<file path="src/rtl/mem_port_arbiter_pkg.sv">
// Shared constants and helpers for the multi-channel byte-RAM port arbiter.
// FSM encodings are plain localparams so older tools and checkers can bind to them directly.
package mem_port_arbiter_pkg;

   localparam logic [1:0] ST_IDLE  = 2'd0;
   localparam logic [1:0] ST_XFER  = 2'd1;
   localparam logic [1:0] ST_DRAIN = 2'd2;
   localparam logic [1:0] ST_DONE  = 2'd3;

   typedef logic [1:0] len_t;
   typedef logic [7:0] byte_t;

   function automatic byte_t byte_sel(input logic [31:0] word, input len_t k);
      return word[{k, 3'b000} +: 8];
   endfunction

endpackage

</file>
<file path="src/rtl/mem_port_arbiter_rr_arbiter.sv">
// Request arbiter: round-robin after the last granted index, or fixed lowest-index priority.
// Owns the last-grant pointer, which moves only when a grant is actually issued.
module mem_port_arbiter_rr_arbiter #(
   parameter int NUM_CH  = 2,
   parameter int RR_MODE = 1,
   parameter int IDX_W   = 1
) (
   input  logic              clk,
   input  logic              rst,
   input  logic [NUM_CH-1:0] req,
   input  logic              grant_en,
   output logic [NUM_CH-1:0] grant,
   output logic [IDX_W-1:0]  grant_idx,
   output logic              grant_any
);

   localparam int IW1 = IDX_W + 1;

   logic [IDX_W-1:0] ptr_q;
   logic [IW1-1:0]   start;
   logic [IW1-1:0]   cand;
   logic             found;

   always_comb begin
      start     = '0;
      cand      = '0;
      found     = 1'b0;
      grant_idx = '0;
      if (RR_MODE != 0) begin
         start = {1'b0, ptr_q} + IW1'(1);
         if (start >= IW1'(NUM_CH)) start = '0;
      end
      // Scan from the starting index, wrapping, and keep the first requester seen.
      for (int i = 0; i < NUM_CH; i++) begin
         cand = start + IW1'(i);
         if (cand >= IW1'(NUM_CH)) cand = cand - IW1'(NUM_CH);
         if (!found && req[cand[IDX_W-1:0]]) begin
            found     = 1'b1;
            grant_idx = cand[IDX_W-1:0];
         end
      end
      grant_any = found && grant_en;
      grant     = '0;
      if (grant_any) grant[grant_idx] = 1'b1;
   end

   always_ff @(posedge clk) begin
      if (rst) begin
         ptr_q <= IDX_W'(NUM_CH - 1);
      end else if (grant_any) begin
         ptr_q <= grant_idx;
      end
   end

endmodule

</file>
<file path="src/rtl/mem_port_arbiter.sv">
// Serialises 1..4-byte channel accesses onto a byte-wide synchronous RAM and reassembles read words.
// Handshake: a channel holds ch_req_i with stable fields until its one-cycle ch_done_o pulse; fields are latched at grant.
module mem_port_arbiter
   import mem_port_arbiter_pkg::*;
#(
   parameter int NUM_CH  = 2,
   parameter int ADDR_W  = 32,
   parameter int DATA_W  = 32,
   parameter int RR_MODE = 1
) (
   input  logic                     clk,
   input  logic                     rst,
   input  logic                     halt_i,
   input  logic [NUM_CH-1:0]        ch_req_i,
   input  logic [NUM_CH-1:0]        ch_wr_i,
   input  logic [NUM_CH*2-1:0]      ch_len_i,
   input  logic [NUM_CH*ADDR_W-1:0] ch_addr_i,
   input  logic [NUM_CH*DATA_W-1:0] ch_wdata_i,
   output logic [DATA_W-1:0]        ch_rdata_o,
   output logic [NUM_CH-1:0]        ch_done_o,
   output logic                     busy_o,
   output logic                     ram_en_o,
   output logic                     ram_wr_o,
   output logic [ADDR_W-1:0]        ram_addr_o,
   output logic [7:0]               ram_dout_o,
   input  logic [7:0]               ram_din_i,
   output logic [1:0]               state_dbg
);

   localparam int IDX_W = (NUM_CH > 1) ? $clog2(NUM_CH) : 1;

   logic [1:0]        state_q, state_n;
   logic [NUM_CH-1:0] grant, gnt_q;
   logic [IDX_W-1:0]  grant_idx;
   logic              grant_any, grant_en;
   logic              wr_q, sel_wr;
   len_t              len_q, cnt_q, cnt_n, sel_len, cap_idx;
   logic [ADDR_W-1:0] addr_q, sel_addr;
   logic [DATA_W-1:0] wdata_q, sel_wdata, asm_q, asm_n;

   assign grant_en  = (state_q == ST_IDLE) && !halt_i;
   assign state_dbg = state_q;

   mem_port_arbiter_rr_arbiter #(
      .NUM_CH (NUM_CH),
      .RR_MODE(RR_MODE),
      .IDX_W  (IDX_W)
   ) u_arb (
      .clk      (clk),
      .rst      (rst),
      .req      (ch_req_i),
      .grant_en (grant_en),
      .grant    (grant),
      .grant_idx(grant_idx),
      .grant_any(grant_any)
   );

   always_comb begin
      sel_wr    = 1'b0;
      sel_len   = '0;
      sel_addr  = '0;
      sel_wdata = '0;
      for (int i = 0; i < NUM_CH; i++) begin
         if (grant_idx == IDX_W'(i)) begin
            sel_wr    = ch_wr_i[i];
            sel_len   = ch_len_i[2*i +: 2];
            sel_addr  = ch_addr_i[ADDR_W*i +: ADDR_W];
            sel_wdata = ch_wdata_i[DATA_W*i +: DATA_W];
         end
      end
   end

   always_comb begin
      state_n = state_q;
      case (state_q)
         ST_IDLE:  if (grant_any) state_n = ST_XFER;
         ST_XFER:  if (cnt_q == len_q) state_n = wr_q ? ST_DONE : ST_DRAIN;
         ST_DRAIN: state_n = ST_DONE;
         default:  state_n = ST_IDLE;
      endcase
   end

   // Read byte k returns one cycle after its address, i.e. while byte k+1 is issued or in DRAIN.
   always_comb begin
      cnt_n   = cnt_q + 2'd1;
      cap_idx = (state_q == ST_DRAIN) ? len_q : cnt_q - 2'd1;
      asm_n   = asm_q;
      if (!wr_q && (((state_q == ST_XFER) && (cnt_q != 2'd0)) || (state_q == ST_DRAIN)))
         asm_n[{cap_idx, 3'b000} +: 8] = ram_din_i;
   end

   always_ff @(posedge clk) begin
      if (rst) begin
         state_q    <= ST_IDLE;
         gnt_q      <= '0;
         wr_q       <= 1'b0;
         len_q      <= '0;
         cnt_q      <= '0;
         addr_q     <= '0;
         wdata_q    <= '0;
         asm_q      <= '0;
         ch_rdata_o <= '0;
         ch_done_o  <= '0;
         busy_o     <= 1'b0;
         ram_en_o   <= 1'b0;
         ram_wr_o   <= 1'b0;
         ram_addr_o <= '0;
         ram_dout_o <= '0;
      end else begin
         state_q   <= state_n;
         busy_o    <= (state_n != ST_IDLE);
         ram_en_o  <= 1'b0;
         ram_wr_o  <= 1'b0;
         ch_done_o <= '0;
         asm_q     <= asm_n;
         case (state_q)
            ST_IDLE: begin
               if (grant_any) begin
                  gnt_q      <= grant;
                  wr_q       <= sel_wr;
                  len_q      <= sel_len;
                  addr_q     <= sel_addr;
                  wdata_q    <= sel_wdata;
                  cnt_q      <= '0;
                  asm_q      <= '0;
                  ram_en_o   <= 1'b1;
                  ram_wr_o   <= sel_wr;
                  ram_addr_o <= sel_addr;
                  ram_dout_o <= byte_sel(sel_wdata, 2'd0);
               end
            end
            ST_XFER: begin
               if (cnt_q == len_q) begin
                  if (wr_q) ch_done_o <= gnt_q;
               end else begin
                  cnt_q      <= cnt_n;
                  ram_en_o   <= 1'b1;
                  ram_wr_o   <= wr_q;
                  ram_addr_o <= addr_q + ADDR_W'(cnt_n);
                  ram_dout_o <= byte_sel(wdata_q, cnt_n);
               end
            end
            ST_DRAIN: begin
               ch_done_o  <= gnt_q;
               ch_rdata_o <= asm_n;
            end
            default: ;
         endcase
      end
   end

endmodule
</file>
<file path="config.mk">
export PLATFORM = sky130hd
export DESIGN_NAME = mem_port_arbiter
export DESIGN_NICKNAME = d
export VERILOG_FILES = /design/src/rtl/mem_port_arbiter_pkg.sv /design/src/rtl/mem_port_arbiter_rr_arbiter.sv /design/src/rtl/mem_port_arbiter.sv
export SDC_FILE = /design/constraint.sdc
export NUM_CORES = 1
export LEC_CHECK = 0
export ABC_CLOCK_PERIOD_IN_PS = 4050
export BUFFER_PORTS_ARGS = -buffer_cell sky130_fd_sc_hd__buf_4
export CELL_PAD_IN_SITES_DETAIL_PLACEMENT = 0
export CELL_PAD_IN_SITES_GLOBAL_PLACEMENT = 1
export CORE_MARGIN = 10
export CORE_UTILIZATION = 39
export CTS_CLUSTER_SIZE = 12
export DETAILED_ROUTE_END_ITERATION = 6
export PLACE_DENSITY = 0.83
export SLEW_MARGIN = 20
export SYNTH_ARGS = -nofsm -noshare
export SYNTH_HDL_FRONTEND = slang
export SYNTH_HIERARCHICAL = 1
export SYNTH_SLANG_ARGS = --single-unit
</file>
<file path="constraint.sdc">
create_clock -name clk -period 4.05 [get_ports clk]
set_input_delay 0.81 -clock clk [delete_from_list [all_inputs] [get_ports clk]]
set_output_delay 0.81 -clock clk [all_outputs]
set_load 0.05 [all_outputs]
</file>
* Word level (Yosys, flattened, before mapping)
Cells that the tools add are included.
Word-level totals: register bits after elaboration 183, input bits 147, output and inout bits 79, word-level logic and storage cells 99
Cells by class: add/sub/neg operators 8, magnitude comparators 7, eq/ne operators 5, shifts and indexed selects 3, multiplexer cells 44, reductions and logical operators 16
Operators with widths (number):
- $mux W32 | 7
- $pmux W32 S2 | 1
- $add A32 B2 Y32 | 1
- $bwmux W32 | 1
- $shift A8 B7 Y32 const A | 1
- $shiftx A32 B6 Y8 | 1
- $shiftx A8 B7 Y32 | 1
- $mux W2 | 9
- $mux W1 | 17
- $mux W8 | 2
- $pmux W8 S2 | 1
- $pmux W2 S2 | 2
- $neg A5 Y7 | 1
- $ge A2 B2 Y1 const B | 3
- $logic_and A1 B1 Y1 | 6
- $lt A1 B2 Y1 const B | 3
- $pmux W2 S3 | 1
- $reduce_bool A2 Y1 | 3
- $add A2 B1 Y2 const B | 2
- $ne A2 B2 Y1 const B | 2
- $pmux W1 S2 | 2
- $logic_not A1 Y1 | 3
- $reduce_and A3 Y1 | 1
- $add A1 B1 Y2 const B | 1
- 10 further kinds | 11

* Logic depth before layout (Yosys ltp)
Gate-level depths: netlist (run 1).
word-level depth 15, gate-level depth with buffers 12, depth with buffers taken out 10

* By module
The synthesis (run 1) kept the hierarchy.
By module, submodules not included:
- mem_port_arbiter | times used 1, cells an instance 938, area each 8450.6 um2
- mem_port_arbiter_rr_arbiter | times used 1, cells an instance 9, area each 72.6 um2

* Least setup slack after synthesis (run 1)
Ideal clock, no wire load.
path kind register -> register, from register cnt_q[0], to register ch_rdata_o[10], arrival time 3.025 ns, required time 3.964 ns, path slack 0.940 ns, stages on the path, launching flop included 12, buffers on the path 2, period minus slack after synthesis 3.110 ns, cells stage by stage dfxtp_1 > buf_1 > inv_1 > ha_1 > buf_6 > inv_2 > mux2_2 > ha_1 > or2_2 > nor2_1 > a31oi_1 > a211oi_1
Between the ends: cells in the longest elaborated chain, start to end 6, elaborated cells between the ends (all ways) 11, classes of those cells add/sub (2); shift (2); mux (3); reduce/logical (4)
Ends and longest elaborated chain:
- from (decl) | line mem_port_arbiter.sv:37 | len_t len_q, cnt_q, cnt_n, sel_len, cap_idx;
- from (signal assigned) | line mem_port_arbiter.sv:136 | cnt_q <= cnt_n;
- $sub A2 B1 Y2 | line mem_port_arbiter.sv:86 | cap_idx = (state_q == ST_DRAIN) ? len_q : cnt_q - 2'd1;
- $mux W2 | line mem_port_arbiter.sv:86
- $neg A5 Y7 | line mem_port_arbiter.sv:89 | asm_n[{cap_idx, 3'b000} +: 8] = ram_din_i;
- $shiftx A8 B7 Y32 or $shift A8 B7 Y32 (tied branches) | line mem_port_arbiter.sv:89
- $bwmux W32 | line mem_port_arbiter.sv:89
- $mux W32 (*) | line mem_port_arbiter.sv:88 | if (!wr_q && (((state_q == ST_XFER) && (cnt_q != 2'd0)) || (state_q == ST_DRAIN)))
- to (signal assigned) | line mem_port_arbiter.sv:145 | ch_rdata_o <= asm_n;
- to (decl) | line mem_port_arbiter.sv:19 | output logic [DATA_W-1:0] ch_rdata_o,
Every way passes the cells marked *; elsewhere a longest branch is shown, timed or not. A chain may end at the register's enable or synchronous reset.

* Final worst setup path (run 1)
from register state_q[1] (netlist: state_dbg[1]), to register ch_rdata_o[12]
Between the ends: cells in the longest elaborated chain, start to end 6, elaborated cells between the ends (all ways) 11, classes of those cells add/sub (1); eq/ne (2); shift (2); mux (3); reduce/logical (3)
Ends and longest elaborated chain:
- from (decl) | line mem_port_arbiter.sv:32 | logic [1:0] state_q, state_n;
- from (signal assigned) | line mem_port_arbiter.sv:110 | state_q <= state_n;
- $eq A2 B2 Y1 | line mem_port_arbiter.sv:86, mem_port_arbiter.sv:88, mem_port_arbiter.sv:116
- $mux W2 | line mem_port_arbiter.sv:86
- $neg A5 Y7 | line mem_port_arbiter.sv:89
- $shiftx A8 B7 Y32 or $shift A8 B7 Y32 (tied branches) | line mem_port_arbiter.sv:89
- $bwmux W32 | line mem_port_arbiter.sv:89
- $mux W32 | line mem_port_arbiter.sv:88
Several ways; a longest one is shown, not always the timed one.

==> metrics.md, run 1 <==
| Metric | Value |
|---|---|
| Dpl cell area | about 10000 sq um |
| Status | finished clean |
| Worst-path fanout max | 30 |
| Total Routing Usage GR | 0.1729 |
| Core area | between 20000 and 25000 sq um |
| # diodes | 0 |
| Seq/Total Area, Yosys | 0.4298 |
| GPL Wtd Cong | 0.7840 |
| Relative slew slack | 0.3963 |
| Total Power | between 7 and 8 mW |
| Via count | approximately 7400 |
| Cells after Synth | roughly 950 |
| Kind of critical path | flop to flop |
| P_sw | 2.971 mW |
| Logic pwr share | 0.408 |
| Post-route setup TNS | 0 ps |
| DP HPWL | ~18000 um |
| Top_reg_cell synth | dfxtp_1 |
| Clk slew on worst S/H paths | approximately 70 ps |
| Final #Nets | between 1000 and 1500 |
| Share of the synthesized area in the top cell type | 0.4298 |
| Sw frac | 0.4147 |
| Drt via density | between 5 and 6 |
| Synth warnings | 6 |
| Largest net degree at the start of global routing | 80 |
| Cell taking the most area after synthesis | dfxtp_1 |
| CP cell instances | ha_2 -> nor2_2 -> a21oi_4 -> ha_1 -> or2_2 -> nor2_1 -> a31oi_1 -> a211oi_1 |
| Area contributors post-synth | dfxtp_1 (43%), mux2i_1 (9.9%), a211oi_1 (9.5%) |
| CTS tree | yes |
| Clock buffer depth | 2 |
| Remaining DRCs | 0 |
| Clock Power Share | 0.242 |
| Skew-Pair Late Insertion Delay | between 400 and 500 ps |
| Resized cells post-CTS | 0 |
| Number of synthesized flops with an enable pin | 0 |
| IO buf count | around 230 |
| Arrival @ worst endpoint | approximately 3400 ps |
| Area added between synthesis and finish | 29.24% |
| RSZ-0062 raised after global routing | no |
| Hold-fix buffers at CTS | 0 |
| Endpoints failing setup | 0 |
| Slew Limit Fails | 0 |
| CTS sink count | 183 |
| Cell Pwr Density | 650.3 nW/um^2 |
| Initial Util | 0.3930 |
| Detailed Route Iter0 Violations | approximately 400 |
| Mapped cell area | 8523 sq um |
| WL final | 25200 um |
| Synth Net Count | around 1100 |
| IO Pins | 226 |
| Ys async rst share | 0 |
| CP endpoint kind | flop |
| Grt total ovfl | 0 |
| Syn avg cell area | approximately 9 sq um |
| TritonCTS Buffers | 17 |
| Postcts setup bufs | 0 |
| Routed len/inst | ~18 um |
| Max_cap viols | 0 |
| Worst EP required | about 4400 ps |
| Share of layout cells above drive strength 1 | 0.2651 |
| H-tree depth | 4 |
| Final Cell Area | 11020 sq um |
| Startpoint Class | flop |
| Std cell rows | between 50 and 60 |
| CP max stage delay | about 620 ps |
| Tcrit/Tclk final | 0.7662 |
| Antenna viol nets, final | 0 |
| Crit-path slowest cell | ha_2 |
| Peak supply drop | about 0.23 mV |
| Sequential Power Share | 0.350 |
| Fmax | 0.3222 GHz |
| Vias in the first global route | 7460 |
| Internal Power | 4.193 mW |
| Clk_skew | between 10 and 15 ps |
| Router iterations before antenna repair | 5 |
| DIE WIDTH | about 170 um |
| Setup WS post-layout | around 950 ps |
| Dpl ws | approximately 1000 ps |
| Min Tclk post-route | ~3100 ps |
| Worst Tran Pin Value | around 900 ps |
| Final Hold Vio Count | 0 |
| Layout fillers | around 2100 |
| Antenna violations before repair | 0 |
| #FFs+latches synth | roughly 180 |
| CTS Root Cell | clkbuf_16 |
| Die footprint | between 20000 and 30000 sq um |
| Die H | around 170 um |
| First-pass GRT wire length | around 40000 um |
| Hold Path Class | flop to flop |
| Synth cell types | between 60 and 70 |
| Leakage power | approximately 4.4 nW |
final cells by class:
cell class	instances	area [sq um]	area share
multi-input combinational	672	4507	0.4091
sequential	183	3664	0.3326
timing repair buffer	239	1819	0.1652
clock buffer	17	425.4	0.03862
tap	280	350.3	0.03180
clock inverter	15	186.4	0.01692
inverter	17	63.81	0.005793
worst paths after layout:
kind	cells after the start	from	slack, ps	end
hold / removal	2	gnt_q[0]	450	gnt_q[0]
setup / recovery	8	state_dbg[1]	950	ch_rdata_o[12]
setup reg to reg	8	state_dbg[1]	950	ch_rdata_o[12]
hold reg to reg	2	gnt_q[0]	450	gnt_q[0]
synth_stat cells (all sizes together), types with 2 or more instances:
cell / n
xor2: 16
mux4: 8
mux2: 2
nand3: 15
a31o: 3
nor4: 5
a32oi: 2
xnor2: 9
nor3: 30
buf: 22
dfxtp: 183
a31oi: 11
a22oi: 8
nand2b: 2
a21oi: 39
and4: 6
o21ai: 7
clkbuf: 53
nor2: 164
o211ai: 13
o22ai: 11
nand2: 50
and2: 22
o21a: 2
ha: 11
a211oi: 108
o41ai: 2
inv: 16
nand4: 13
mux2i: 84
and3: 12
flip-flops by register name, indices dropped and copies added, names as in the netlist:
name / cells
wr_q: 1
ram_en_o: 1
ram_addr_o: 32
ram_dout_o: 8
wdata_q: 32
ch_rdata_o: 32
cnt_q: 2
asm_q: 32
ch_done_o: 2
u_arb/ptr_q: 1
len_q: 2
state_dbg: 2
gnt_q: 2
ram_wr_o: 1
addr_q: 32
busy_o: 1
cell families (layout without fill, tap and decap cells):
family | count (synthesis) | in the layout | synth area share
buffers and inverters | 92 | 288 | 0.04375
xor gates and xnor gates | 25 | 25 | 0.02569
AOI/OAI and AO/OA | 216 | 216 | 0.1788
adders and majority gates | 12 | 12 | 0.01850
DFF | 183 | 183 | 0.4298
muxes | 94 | 94 | 0.1233
and+or+nand+nor | 325 | 325 | 0.1801
power groups by stage:
stage | clock (mW) | sequential [mW] | combinational [mW]
floorplan | 0 | 3.18 | 1.39
global route | 1.84 | 2.57 | 3.19
detailed placement | 0 | 2.54 | 2.94
finish | 1.73 | 2.51 | 2.92
global placement | 0 | 2.53 | 2.91
CTS | 1.77 | 2.51 | 2.95
routing by layer:
layer | routed length (um) | global-route usage | share of wire
met4 | 207 | 0.04391 | 0.0082
met3 | 1586 | 0.04331 | 0.063
met5 | 0 | 0 | 0
met1 | 11290 | 0.2201 | 0.45
met2 | 12120 | 0.2860 | 0.48
metrics by stage:
stage,hold WS [ps],std cells,utilization
4_1_cts,454.5,1423,0.5079
2_1_floorplan,429.6,947,-
3_3_place_gp,442.5,1391,0.4797
5_1_grt,471.0,1423,0.5079
6_report,449.8,1423,0.5079
3_5_place_dp,446.2,1391,0.4797
worst max-delay path: cells and delay by family, from the launching register on:
family	cells	cell delay [ps]
simple gates	3	920
flops	1	440
fa+ha+maj	2	980
compound gates	3	680
layout by cell type, fill, tap and decap left out, types with 13 or more instances in the layout:
master and count:
buf_4 237, a21oi_1 38, and2_1 20, inv_1 13, nor2_1 163, dfxtp_1 183, xor2_1 16, clkbuf_16 17
a211oi_1 108, nand3_1 15, nand2_1 50, mux2i_1 84, nor3_1 27
No activity file was read; power rests on OpenSTA's default activity.
==> inputs of run 2 (changes only) <==
- ABC_CLOCK_PERIOD_IN_PS: 4050 -> 2800
- CORE_UTILIZATION: 39 -> 36
- PLACE_DENSITY: 0.83 -> 0.81
- clock period: 4.05 -> 2.8 ns (I/O delays scaled with it)
==> metrics.md, run 2 (same netlist as run 1, synthesis figures left out) <==
| Metric | Value |
|---|---|
| Status | finished clean |
| Clk_skew | 18.06 ps |
| Final #Nets | between 1000 and 1500 |
| Leakage power | roughly 4.5 nW |
| TritonCTS Buffers | 17 |
| Worst-path fanout max | 10 |
| CP endpoint kind | flop |
| Vias in the first global route | 7564 |
| DIE WIDTH | 173.9 um |
| FF-to-FF End | ch_rdata_o[21] |
| Commonest non-fill, non-tap cell in the layout | buf_4 |
| GPL Wtd Cong | just over 0.8 |
| RSZ-0062 raised after global routing | no |
| Antenna viol nets, final | 0 |
| Crit path top cell by count | ha_4 |
| Postcts setup bufs | 0 |
| Worst Setup EP | ch_rdata_o[21] |
| Slew Limit Fails | 0 |
| Critical path buffers and inverters | 2 |
| Std cell rows | 56 |
| CP max stage delay | about 400 ps |
| Drt via density | roughly 5 |
| Hold-fix buffers at CTS | 0 |
| Skew-Pair Late Insertion Delay | around 430 ps |
| Routed len/inst | around 17 um |
| Initial Util | 0.3642 |
| Relative slew slack | 0.6325 |
| Via count | 7504 |
| Kind of critical path | flop to flop |
| Peak supply drop | a little under 0.3 mV |
| Post-route setup TNS | 0 ps |
| Cell Pwr Density | 929.8 nW/um^2 |
| Reg2Reg Depth | 9 |
| Critical R2R Launch | cnt_q[1] |
| Share of layout cells above drive strength 1 | 0.2771 |
| IO buf count | approximately 230 |
| Resized cells post-CTS | 0 |
| R2r setup slk | approximately 210 ps |
| Area added between synthesis and finish | 31.56% |
| CP top delay family | simple AND/OR/NAND/NOR gates |
| Seq. cell area | roughly 3700 sq um |
| CTS sink count | ~180 |
| First-pass GRT wire length | about 40000 um |
| Max_cap viols | 0 |
| DP HPWL | between 15000 and 20000 um |
| Grt total ovfl | 0 |
| Min Tclk post-route | approximately 2600 ps |
| Hold Path Class | input port to flop |
| Startpoint Class | flop |
| Remaining DRCs | 0 |
| Most frequent cells in the layout | buf_4 (246), dfxtp_1 (181), nor2_1 (162) |
| Dpl cell area | roughly 11000 sq um |
| CP cell instances | inv_1 -> ha_4 -> inv_2 -> mux2_2 -> ha_4 -> or2_2 -> nor4_4 -> a22oi_1 -> a211oi_1 |
| Setup WS post-layout | roughly 210 ps |
| Router iterations before antenna repair | 5 |
| H-tree depth | 4 |
| Antenna violations before repair | 0 |
| Final Cell Area | 11210 sq um |
| IO Pins | about 230 |
| Arrival @ worst endpoint | about 2900 ps |
| # diodes | 0 |
| Core area | 23400 sq um |
| Fmax | 0.3863 GHz |
| Final Hold Vio Count | 0 |
| Crit-path slowest cell | nor4_4 |
| Die H | between 150 and 200 um |
| Detailed Route Iter0 Violations | approximately 360 |
| Worst Tran Pin Value | ~550 ps |
| CTS tree | yes |
| Largest net degree at the start of global routing | roughly 80 |
| Layout fillers | 2275 |
| CTS Root Cell | clkbuf_16 |
| Multi-input gate area | about 4500 sq um |
| Clock buffer depth | 2 |
| Endpoints failing setup | 0 |
| CP Launch Point | cnt_q[1] |
| Worst EP required | between 3000 and 4000 ps |
| Tcrit/Tclk final | 0.9245 |
| Die footprint | just over 30000 sq um |
| WL final | ~25000 um |
| Dpl ws | between 70 and 80 ps |
| Total Routing Usage GR | 0.1625 |
| Crit. path cell count | 9 |
| Clk slew on worst S/H paths | around 70 ps |
==> run 2: cell count changes in the layout (fill, tap and decap cells not counted) <==
| cell | change |
|---|---|
| buf_4 | +9 |
| clkinv_4 | -1 |
| nor2_2 | +1 |
| dfxtp_1 | -2 |
| dfxtp_2 | +2 |
| inv_6 | +1 |
| ha_1 | -2 |
| buf_12 | +2 |
| ha_4 | +2 |
| buf_6 | +1 |
| nor2_1 | -1 |
==> run 2: final cells by class <==
cell class | count | share of cell area
multi-input combinational | 672 | 0.4044
sequential | 183 | 0.3269
timing repair buffer | 251 | 0.1728
clock buffer | 17 | 0.03794
tap | 319 | 0.03559
clock inverter | 15 | 0.01663
inverter | 17 | 0.005691
==> run 2: where the power goes <==
group | switching [mW] | internal, mW
clock | 1.08 | 1.43
sequential | 0.428 | 3.20
combinational | 2.80 | 1.50
==> run 2: worst reg2reg max path, delay by kind of cell (launching register included) <==
kind,cells,cell delay (ps)
multiplexers,1,320
flip-flops,1,340
AO/OA/AOI/OAI,2,430
buffers and inverters,2,110
adder cells (fa/ha/maj),2,550
AND/OR/NAND/NOR,2,740
==> run 2: how the worst min path moves through the flow <==
stage,cells after the start,slack (ps),startpoint,end
6_report,4,430,ch_req_i[1],gnt_q[0]
5_1_grt,3,440,ram_din_i[7],asm_q[23]
4_1_cts,4,420,ch_req_i[1],gnt_q[0]
3_5_place_dp,2,440,gnt_q[1],gnt_q[1]
3_3_place_gp,2,440,gnt_q[0],gnt_q[0]
2_1_floorplan,1,430,gnt_q[0],ch_done_o[0]
==> run 2: metrics by stage <==
stage,util,std cells,total power [mW],hold WS (ps)
2_1_floorplan,-,947,6.648,429.6
3_3_place_gp,0.4528,1442,7.963,441.8
3_5_place_dp,0.4528,1442,8.016,443.4
4_1_cts,0.4790,1474,10.53,422.2
5_1_grt,0.4791,1474,11.08,439.5
6_report,0.4791,1474,10.43,433.2
==> run 2: metal layers <==
metal | track usage | part of all wire | vias to the layer above
li1 | - | - | 3803
met1 | 0.2069 | 0.45 | 3486
met2 | 0.2657 | 0.48 | 200
met3 | 0.04814 | 0.064 | 15
met4 | 0.03491 | 0.0068 | 0
met5 | 0 | 0 | -
